--- config.mk ---
export PLATFORM = sky130hd
export DESIGN_NAME = mem_wb_stage
export DESIGN_NICKNAME = d
export VERILOG_FILES = /design/src/rtl/mips_defs_pkg.sv /design/src/rtl/wb_decode.sv /design/src/rtl/mem_wb_stage.sv
export SDC_FILE = /design/constraint.sdc
export NUM_CORES = 1
export LEC_CHECK = 0
export ABC_AREA = 1
export CAP_MARGIN = 15
export CORE_MARGIN = 3
export CORE_UTILIZATION = 47
export DETAILED_ROUTE_END_ITERATION = 8
export GPL_TIMING_DRIVEN = 0
export PLACE_DENSITY = 0.82
export SLEW_MARGIN = 15
export SYNTH_ARGS = -nofsm -noshare
export SYNTH_HDL_FRONTEND = slang
export SYNTH_HIERARCHICAL = 1
export SYNTH_SLANG_ARGS = --single-unit
--- constraint.sdc ---
create_clock -name clk -period 3.1 [get_ports clk]
set_input_delay 0.62 -clock clk [delete_from_list [all_inputs] [get_ports clk]]
set_output_delay 0.62 -clock clk [all_outputs]
set_load 0.01 [all_outputs]
--- src/rtl/mips_defs_pkg.sv ---
// mips_defs_pkg: opcode/funct codes, writeback select codes and register constants shared across stages.
package mips_defs_pkg;
  localparam logic [5:0] OP_RTYPE = 6'h00, OP_J = 6'h02, OP_JAL = 6'h03, OP_BEQ = 6'h04,
                         OP_ADDI = 6'h08, OP_ORI = 6'h0D, OP_LUI = 6'h0F, OP_LB = 6'h20,
                         OP_LH = 6'h21, OP_LW = 6'h23, OP_LBU = 6'h24, OP_LHU = 6'h25,
                         OP_SW = 6'h2B;
  localparam logic [5:0] FN_JR = 6'h08, FN_JALR = 6'h09, FN_MFHI = 6'h10, FN_MFLO = 6'h12,
                         FN_ADDU = 6'h21, FN_SUBU = 6'h23;
  localparam logic [2:0] WDS_AO = 3'd0, WDS_LOAD = 3'd1, WDS_PC8 = 3'd2, WDS_MD = 3'd3;
  localparam logic [4:0] REG_RA = 5'd31;
  typedef enum logic [1:0] {WA_RD, WA_RT, WA_RA} waddr_src_e;
  function automatic logic is_load(input logic [5:0] op);
    return op inside {OP_LB, OP_LBU, OP_LH, OP_LHU, OP_LW};
  endfunction
endpackage

--- src/rtl/wb_decode.sv ---
// wb_decode: combinational writeback decode of opcode/funct into writer flag, address source and data select.
module wb_decode
  import mips_defs_pkg::*;
(
  input  logic [5:0]  op_i,
  input  logic [5:0]  fn_i,
  output logic        writer_o,
  output waddr_src_e  waddr_src_o,
  output logic [2:0]  wd_sel_o
);
  always_comb begin
    writer_o    = 1'b0;
    waddr_src_o = WA_RD;
    wd_sel_o    = WDS_AO;
    if (op_i == OP_RTYPE) begin
      writer_o = fn_i inside {FN_ADDU, FN_SUBU, FN_JALR, FN_MFHI, FN_MFLO};
      wd_sel_o = fn_i == FN_JALR ? WDS_PC8 : fn_i inside {FN_MFHI, FN_MFLO} ? WDS_MD : WDS_AO;
    end else begin
      writer_o    = is_load(op_i) || op_i inside {OP_ORI, OP_LUI, OP_ADDI, OP_JAL};
      waddr_src_o = op_i == OP_JAL ? WA_RA : WA_RT;
      wd_sel_o    = is_load(op_i) ? WDS_LOAD : op_i == OP_JAL ? WDS_PC8 : WDS_AO;
    end
  end
endmodule

--- src/rtl/mem_wb_stage.sv ---
// mem_wb_stage: MEM->WB pipeline register with stall/flush, load extension and resolved GRF write port.
module mem_wb_stage
  import mips_defs_pkg::*;
#(
  parameter int          DW       = 32,
  parameter int          AW       = 5,
  parameter logic [DW-1:0] RESET_PC = 32'h0000_3000
) (
  input  logic          clk,
  input  logic          reset,
  input  logic          stall,
  input  logic          flush,
  input  logic          m_valid,
  input  logic [DW-1:0] m_instr,
  input  logic [DW-1:0] m_pc,
  input  logic [DW-1:0] m_rd,
  input  logic [DW-1:0] m_ao,
  input  logic [DW-1:0] m_md,
  output logic          w_valid,
  output logic [DW-1:0] w_instr,
  output logic [DW-1:0] w_pc,
  output logic          w_we,
  output logic [AW-1:0] w_waddr,
  output logic [DW-1:0] w_wd,
  output logic [2:0]    w_wd_sel
);
  logic          valid_q, valid_d;
  logic [DW-1:0] instr_q, instr_d, pc_q, pc_d, rd_q, rd_d, ao_q, ao_d, md_q, md_d;
  logic          writer;
  waddr_src_e    waddr_src;
  logic [5:0]    op;
  logic [7:0]    byte_v;
  logic [15:0]   half_v;
  logic [DW-1:0] load_v;
  logic          unused_fields;
  always_comb begin
    valid_d = flush ? 1'b0     : stall ? valid_q : m_valid;
    instr_d = flush ? '0       : stall ? instr_q : m_instr;
    pc_d    = flush ? RESET_PC : stall ? pc_q    : m_pc;
    rd_d    = flush ? '0       : stall ? rd_q    : m_rd;
    ao_d    = flush ? '0       : stall ? ao_q    : m_ao;
    md_d    = flush ? '0       : stall ? md_q    : m_md;
  end
  always_ff @(posedge clk) begin
    if (reset) begin
      valid_q <= 1'b0;
      instr_q <= '0;
      pc_q    <= RESET_PC;
      rd_q    <= '0;
      ao_q    <= '0;
      md_q    <= '0;
    end else begin
      valid_q <= valid_d;
      instr_q <= instr_d;
      pc_q    <= pc_d;
      rd_q    <= rd_d;
      ao_q    <= ao_d;
      md_q    <= md_d;
    end
  end
  assign op = instr_q[31:26];
  wb_decode u_dec (
    .op_i       (op),
    .fn_i       (instr_q[5:0]),
    .writer_o   (writer),
    .waddr_src_o(waddr_src),
    .wd_sel_o   (w_wd_sel)
  );
  // Halfword lane comes from ao[1] only; misaligned halves are trapped before this stage.
  assign byte_v = rd_q[{ao_q[1:0], 3'b000} +: 8];
  assign half_v = ao_q[1] ? rd_q[31:16] : rd_q[15:0];
  always_comb begin
    load_v = op == OP_LW  ? rd_q :
             op == OP_LB  ? {{(DW-8){byte_v[7]}}, byte_v} :
             op == OP_LBU ? {{(DW-8){1'b0}}, byte_v} :
             op == OP_LH  ? {{(DW-16){half_v[15]}}, half_v} :
                            {{(DW-16){1'b0}}, half_v};
    w_wd = w_wd_sel == WDS_LOAD ? load_v :
           w_wd_sel == WDS_PC8  ? pc_q + DW'(8) :
           w_wd_sel == WDS_MD   ? md_q : ao_q;
    w_waddr = waddr_src == WA_RA ? AW'(REG_RA) :
              waddr_src == WA_RT ? AW'(instr_q[20:16]) : AW'(instr_q[15:11]);
  end
  assign w_we          = valid_q & writer & (w_waddr != '0);
  assign w_valid       = valid_q;
  assign w_instr       = instr_q;
  assign w_pc          = pc_q;
  assign unused_fields = ^{instr_q[25:21], instr_q[10:6]};
endmodule

==> impl_metrics.ini, run 1 <==
[routing]
vias = 10200
drt_iter0_drc = 1089
drt_wl_total_um = 35000
viasPerCell = 5.54
dr.pass1.iters = 5
drcViolationCount = 0
wl_per_cell_um = 19.0
ant_nets = 0

[floorplanning]
die_w_um = 139
die-area_um2 = 19300
fp-row-count = 47
core_area_um2 = 16900
initial_core_util_pct = 48.9
dieHeight_um = 139
ioPinCount = 271

[critical_path]
critPathMaxFanout = 7
worst-setup-path-type = register to output port
cpMaxStageDelayCell = dfxtp_4
slowest_delay_ns = 0.37
critical_path.top_delay_family = buffers and inverters
worstPathCellList = nor2_4 -> nand2_1 -> o21ai_1 -> nand3_1 -> o21ai_2 -> inv_2 -> buf_6 -> nor2_4 -> buf_12 -> buf_8 -> buf_6 -> a21oi_4 -> a21oi_2 -> buf_2
cp_num_buf_inv = 6
crit_path_start_kind = register
cp.arrival_ns = 2.46
cp-end-kind = output port
cp.required_ns = 2.48

[clocking]
numCtsBuffers = 17
clock_sinks = 161
root_buffer = clkbuf_16
clockBufferDepth = 2
htree_num_levels = 4
tritoncts = done
clk_pin_slew_worst_paths_ns = 0.07
ctsHoldBuffers = 0
clkLatencyLatePin_ns = 0.44

[synth]
yosysSeqAreaShare_pct = 38.9
synth.distinct_cells = 38
synth_nets = 1454
ys_ff_latch = 161
ys_warn_count = 6
synth.avg_cell_area_um2 = 6.43
yosys-top-cells-area = dfxtp_1, nand2_1, a21oi_1
synth_area_um2 = 8290
synth_top_area_share_pct = 38.9
post_synth_inst_count = 1288
synth_top_cell_by_area = dfxtp_1

[status]
outcome = finished clean

[global_route]
antenna_found_initial = 0
grt_pass1_wl_um = 51200
grt_usage_pct = 33.5
overflow = 0
grt_max_degree = 17
grt_pass1_vias = 9267

[cells_and_area]
fillers = 1337
area_growth_pct = 51.7
finalNonFillerCells = 1847
diodes = 0
nets = 1780
drive_gt1_share_pct = 16.8

[power]
power-per-cell-area_nw_per_um2 = 410
p_leak_nw = 4.98
power.total_mw = 5.15
vdd_drop_max_mv = 0.412

[timing]
fin_tns_setup_ns = 0
skew_ns = 0
post-route-period-util_pct = 99.4
finalSetupViolations = 0
fin_hold_ws_ns = 0.463
max_clock_freq_mhz = 325
drv_slew = 0
layout_min_cycle_time_ns = 3.08
final_hold_viol_count = 0
tightest_slew_ns = 0.637
slew_headroom_pct = 57.5
rsz0062_at_grt = yes

[place]
dpl.cell_count = 1776
hpwl_um = 25900
gp_congestion = 1.06
port_buffers = 268

[flow_run]
cap_violations = 0

[hold_path]
worst_hold_path_type = register to register
where the power goes:
group          switching [mW]  internal (mW)
Combinational           0.470          0.435
Clock                   0.906           1.13
Sequential             0.0660           2.14
cell type report:
type | count | area [µm²] | share of cell area (%)
sequential | 161 | 3250 | 25.9
timing repair buffer | 308 | 2950 | 23.5
multi-input combinational | 959 | 4770 | 37.9
inverter | 93 | 364 | 2.90
tap | 220 | 275 | 2.19
clock inverter | 11 | 106 | 0.846
timing repair inverter | 1 | 7.51 | 0.0597
clock buffer | 21 | 450 | 3.58
buffer | 73 | 398 | 3.16
metal layers:
metal	GRT usage, %	up-vias	part of all wire (%)
met5	0	-	0
met4	10.4	0	3.7
met3	8.83	89	11
met2	54.6	616	46
met1	43.7	4693	39
li1	-	4826	-
worst reg2reg max path: cells and delay by family, from the launching register on:
kind	cells	cell delay, ns
DFF	1	0.31
and+or+nand+nor	1	0.12
AOI/OAI and AO/OA	1	0.16
buffers and inverters	2	0.69
path summary, 6_finish.rpt:
check,slack (ns),cells after the start,to,start
max,0.02,14,w_wd[18],w_instr[29]
min,0.46,2,w_instr[21],w_instr[21]
max reg2reg,1.76,4,ao_q[1],ao_q[1]
min reg2reg,0.46,2,w_instr[21],w_instr[21]
synthesized netlist by cell type:
cell type,number
nor2_4,9
conb_1,1
nand2_4,1
inv_1,84
nand3b_1,1
buf_2,24
ha_1,1
dfxtp_1,161
nand2_2,9
nand3_1,51
clkbuf_2,1
inv_2,8
xnor2_1,3
o21ai_4,1
a21oi_1,199
a21oi_2,6
xor2_1,5
o21bai_1,1
clkinv_2,1
o21ai_0,103
buf_6,3
a211oi_1,1
o21ai_1,8
nand4_1,3
nand3_2,1
a22o_1,3
buf_4,3
clkbuf_1,39
nand2_1,450
o211ai_1,10
buf_1,5
nor3_4,1
and2_1,1
o22a_1,1
o22ai_1,5
nor2_1,77
nor2_2,6
nor3_1,1
sequential cells by signal (all words and copies together) (netlist names):
signal / flops
rd_q: 32
md_q: 32
w_instr: 32
w_pc: 32
ao_q: 32
w_valid: 1
through the flow:
step / setup slack [ns] / utilization, % / instance area, µm²
floorplan: 0.423 / - / 8290
global placement: -0.593 / 66.4 / 11200
detailed placement: -0.632 / 66.4 / 11200
CTS: -0.00523 / 72.1 / 12200
global route: -0.0820 / 74.2 / 12600
finish: 0.0195 / 74.2 / 12600
repair_timing:
action	4_1_cts	5_1_grt
gates cloned	1	3
resized for setup	176	134
setup endpoints to repair	37	33
setup buffers	17	20
pin swaps	18	35
cells by family after synthesis:
kind of cell	synth area share, %
simple gates	30.2
compound gates	21.4
buf+inv	8.41
flops	38.9
xor+xnor	0.846
fa+ha+maj	0.151
other cells	0.0453
cell usage in the layout (no fill, tap or decap), drive strengths merged, types with 2 or more instances in the layout:
master	netlist	routed
a21oi	205	205
a22o	3	3
buf	35	103
clkbuf	40	63
clkdlybuf4s50	0	235
clkinv	1	7
clkinvlp	0	3
dfxtp	161	161
inv	92	94
nand2	460	460
nand3	52	52
nand4	3	3
nor2	92	92
nor3	2	2
o211ai	10	10
o21ai	112	112
o22ai	5	5
xnor2	3	3
xor2	5	5
No activity file was read; power rests on OpenSTA's default activity.
==> run 2, diff against run 1 <==
==> constraint.sdc (replaced) <==
create_clock -name clk -period 3.24 [get_ports clk]
set_input_delay 0.648 -clock clk [delete_from_list [all_inputs] [get_ports clk]]
set_output_delay 0.648 -clock clk [all_outputs]
set_load 0.01 [all_outputs]
==> run 2 against run 1 <==
  * Register-to-register slack better by 0.17 ns
  * Clock skew unchanged
  * Via count down 2.5%
  * Clock power down 4%
  * First-iteration DRC count up 2.2%
  * Sequential share of layout area up 0.68 points
  * Critical path type unchanged
  * Highest routed layer unchanged
==> impl_metrics.ini, run 2 (same netlist as run 1, synthesis figures left out) <==
[power]
p_switching_mw = 1.35
p_comb_share_pct = 17.1
switching_share_pct = 27.7
power.total_mw = 4.89
p_leak_nw = 4.81
p_seq_share_pct = 43.1
p_clk_share_pct = 39.8
power-per-cell-area_nw_per_um2 = 400
vdd_drop_max_mv = 0.395
p_int_mw = 3.54

[global_route]
grt_max_degree = 17
grt_pass1_vias = 9286
antenna_found_initial = 0
grt_pass1_wl_um = 50900
overflow = 0
grt_usage_pct = 33.2

[routing]
drcViolationCount = 0
viasPerCell = 5.44
drt_wl_total_um = 33600
wl_per_cell_um = 18.3
dr.pass1.iters = 7
ant_nets = 0
drt_iter0_drc = 1113
vias = 9971

[timing]
post-route-period-util_pct = 98.1
fin_tns_setup_ns = 0
final_hold_viol_count = 0
layout_min_cycle_time_ns = 3.18
max_clock_freq_mhz = 315
skew_ns = 0
finalSetupViolations = 0
drv_slew = 0
tightest_slew_ns = 0.615
slew_headroom_pct = 59.0
rsz0062_at_grt = yes

[critical_path]
crit_path_start_kind = register
rr_startpoint = ao_q[1]
rr_worst_depth = 4
critPathMaxFanout = 5
timing.critical_path.from = w_instr[27]
r2r_end = ao_q[1]
worst-setup-path-type = register to output port
cp-end-kind = output port
cp.required_ns = 2.59
endpoint = w_wd[18]
cp.arrival_ns = 2.53
r2r_setup_slack_ns = 1.93

[hold_path]
worst_hold_path_type = register to register

[place]
hpwl_um = 25900
port_buffers = 268
gp_congestion = 1.06

[status]
outcome = finished clean

[cells_and_area]
nets = 1766
drive_gt1_share_pct = 13.6
mostFrequentLayoutCells = nand2_1, clkdlybuf4s50_1, a21oi_1
fillers = 1414
diodes = 0
area_growth_pct = 47.7
final_common_cell = nand2_1

[clocking]
htree_num_levels = 4
root_buffer = clkbuf_16
clkLatencyLatePin_ns = 0.44
numCtsBuffers = 17
tritoncts = done
clockBufferDepth = 2
clk_pin_slew_worst_paths_ns = 0.07
clock_sinks = 161

[floorplanning]
die_w_um = 139
ioPinCount = 271
initial_core_util_pct = 48.9
core_area_um2 = 16900
fp-row-count = 47
dieHeight_um = 139
die-area_um2 = 19300

[flow_run]
cap_violations = 0
[run 2: critical path, stage by stage (launching register included)]
cell and delay, ns:
dfxtp_4 0.37, nand2_1 0.08, inv_2 0.08, nand2_1 0.05, o21ai_1 0.07, nand3_1 0.12, o21ai_2 0.10, inv_2 0.08
nor3_4 0.19, buf_6 0.15, buf_12 0.10, clkinvlp_4 0.12, o21ai_0 0.10, a21oi_1 0.11, a21oi_2 0.20, buf_2 0.16
[run 2: layer usage]
metal	share of wire (%)	vias up	GRT usage [%]
li1	-	4795	-
met1	41	4565	43.1
met2	46	539	54.0
met3	9.6	72	8.14
met4	3.4	0	12.1
met5	0	-	0
[run 2: layout make-up]
type	instances	area, µm²	area share [%]
Tap cell	220	275	2.25
Timing Repair Buffer	294	2790	22.8
Sequential cell	161	3250	26.5
Timing Repair inverter	1	7.51	0.0613
Clock inverter	11	106	0.869
Inverter	93	359	2.93
Clock buffer	21	450	3.68
Buffer	73	399	3.26
Multi-Input combinational cell	959	4600	37.6
[run 2: how the worst min path moves through the flow]
stage	from	end	slack, ns	cells past startpoint
2_1_floorplan	ao_q[31]	ao_q[31]	0.43	2
3_3_place_gp	ao_q[31]	ao_q[31]	0.44	2
3_5_place_dp	ao_q[28]	ao_q[28]	0.45	2
4_1_cts	ao_q[16]	ao_q[16]	0.46	2
5_1_grt	w_instr[21]	w_instr[21]	0.47	2
6_report	md_q[12]	md_q[12]	0.46	2
[run 2: power by group through the flow]
| stage | registers (mW) | logic (mW) | clock network [mW] |
|---|---|---|---|
| after floorplan | 2.15 | 0.323 | 0 |
| after global placement | 2.15 | 0.776 | 0 |
| after detailed placement | 2.15 | 0.784 | 0 |
| after CTS | 2.11 | 0.803 | 1.95 |
| after global routing | 2.12 | 0.897 | 2.03 |
| final | 2.11 | 0.834 | 1.95 |
[run 2: repair_timing]
item | 4_1_cts | 5_1_grt
setup endpoints to repair | 33 | 33
gates resized for setup | 128 | 84
cloned | 1 | 0
pin swaps | 12 | 13
buffers inserted | 16 | 10
hold buffers | 0 | 0
[run 2: per-stage QoR]
step                      instance area (µm²)  utilization, %  setup slack, ns  hold slack [ns]  instances
after floorplan                          8290               -            0.535            0.428       1288
after global placement                  11200            66.4           -0.481            0.439       1776
after detailed placement                11200            66.4           -0.520            0.449       1776
after CTS                               12100            71.5         0.000276            0.458       1823
after global routing                    12200            72.3          -0.0221            0.474       1833
final                                   12200            72.3           0.0617            0.465       1833
==> run 3, diff against run 2 <==
--- a/config.mk
+++ b/config.mk
@@ -12,6 +12,7 @@
 export DETAILED_ROUTE_END_ITERATION = 8
 export GPL_TIMING_DRIVEN = 0
 export PLACE_DENSITY = 0.82
+export SKIP_CTS_REPAIR_TIMING = 1
 export SLEW_MARGIN = 15
 export SYNTH_ARGS = -nofsm -noshare
 export SYNTH_HDL_FRONTEND = slang
==> run 3 against run 2 <==
  * Total power hardly changed
  * Critical path depth is 2 lower
  * Critical path type unchanged
  * Via count is 0.31% lower
  * Core utilization is 0.30 points lower
==> impl_metrics.ini, run 3 (same netlist as run 1, synthesis figures left out) <==
[cells_and_area]
area_growth_pct = 47.1
diodes = 0
finalNonFillerCells = 1828
mostFrequentLayoutCells = nand2_1, clkdlybuf4s50_1, a21oi_1
drive_gt1_share_pct = 12.6
nets = 1761
final_cell_area_um2 = 12200
final_common_cell = nand2_1

[timing]
post-route-period-util_pct = 99.1
skew_ns = 0
final_hold_viol_count = 0
drv_slew = 0
max_clock_freq_mhz = 312
rsz0062_at_grt = yes
slew_headroom_pct = 57.6
tightest_slew_ns = 0.637
layout_min_cycle_time_ns = 3.21
finalSetupViolations = 0

[global_route]
antenna_found_initial = 0
grt_pass1_vias = 9077
overflow = 0
grt_usage_pct = 32.7
grt_pass1_wl_um = 49800
grt_max_degree = 17

[place]
port_buffers = 268
gp_congestion = 1.06
placed_cell_area_um2 = 11200
hpwl_um = 25900
dpl.cell_count = 1776

[critical_path]
rr_worst_depth = 4
r2r_end = ao_q[1]
rr_startpoint = ao_q[1]
worst-setup-path-type = register to output port
r2r_setup_slack_ns = 1.91
cp.required_ns = 2.59
crit_path_start_kind = register
cp.arrival_ns = 2.56
cp-end-kind = output port
critPathMaxFanout = 10
timing.critical_path.from = w_instr[28]

[power]
power.total_mw = 4.89
p_leak_nw = 4.93
power-per-cell-area_nw_per_um2 = 401
vdd_drop_max_mv = 0.389

[floorplanning]
initial_core_util_pct = 48.9
core_area_um2 = 16900
ioPinCount = 271
dieHeight_um = 139
die-area_um2 = 19300
fp-row-count = 47
die_w_um = 139

[flow_run]
cap_violations = 0

[routing]
wl_per_cell_um = 18.3
dr.pass1.iters = 6
drt_wl_total_um = 33500
ant_nets = 0
vias = 9940
drcViolationCount = 0
drt_iter0_drc = 956
viasPerCell = 5.44

[hold_path]
hold_start = w_instr[21]
worst_hold_path_type = register to register
worstHoldPathCells = 2
whs_endpoint = w_instr[21]

[clocking]
clkLatencyLatePin_ns = 0.43
numCtsBuffers = 17
root_buffer = clkbuf_16
tritoncts = done
clk_pin_slew_worst_paths_ns = 0.06
clockBufferDepth = 2
htree_num_levels = 4
clock_sinks = 161

[status]
outcome = finished clean
## run 3: cell types whose count changed in the layout (fill, tap and decap cells not counted), sizes merged
cell | before | now
buf | 70 | 58
dlymetal6s2s | 1 | 12
clkbuf | 74 | 79
clkdlybuf4s15 | 5 | 0
dlygate4sd2 | 3 | 0
clkinvlp | 3 | 2
## run 3: worst max-delay path by stage
stage	to	slack, ns
CTS	w_wd[24]	-1.01
detailed placement	w_wd[24]	-0.52
floorplan	w_wd[21]	0.53
finish	w_wd[11]	0.03
global route	w_wd[30]	-0.07
global placement	w_wd[24]	-0.48
## run 3: routing by layer
| metal | GRT usage (%) | part of all wire [%] | up-vias |
|---|---|---|---|
| met1 | 41.0 | 40 | 4558 |
| met2 | 52.0 | 46 | 525 |
| met5 | 0 | 0 | - |
| li1 | - | - | 4780 |
| met3 | 11.6 | 11 | 77 |
| met4 | 12.3 | 3.4 | 0 |
## run 3: report_power, final
group	total (mW)	internal, mW	switching, mW
Clock	1.95	1.08	0.863
Sequential	2.11	2.05	0.0624
Combinational	0.829	0.402	0.428
Total	4.89	3.53	1.35
## run 3: final cells by class
class,instances,area [µm²]
fill,1452,4750
multi-input combinational,959,4590
sequential,161,3240
timing repair buffer,288,2770
clock buffer,21,450
buffer,75,392
inverter,93,357
tap,220,275
clock inverter,11,106
## run 3: critical path: stages, from the launching register on
cell and delay (ns):
dfxtp_4 0.38, nor2_4 0.18, nand2_1 0.07, o21ai_1 0.07, nand3_1 0.13, o21ai_2 0.12
inv_2 0.07, nor3_4 0.27, inv_4 0.11, buf_4 0.20, a21oi_2 0.17, nand2_1 0.09
nand2_1 0.11, clkbuf_2 0.15
## run 3: through the flow
step	TNS (ns)	worst slack [ns]	util (%)	hold slack [ns]
after detailed placement	-12.15	-0.520	66.4	0.449
after floorplan	0	0.535	-	0.428
after global placement	-11.52	-0.481	66.4	0.439
final	0	0.0304	72.0	0.464
after global routing	-0.485	-0.0687	72.0	0.474
after CTS	-27.86	-1.01	69.7	0.458
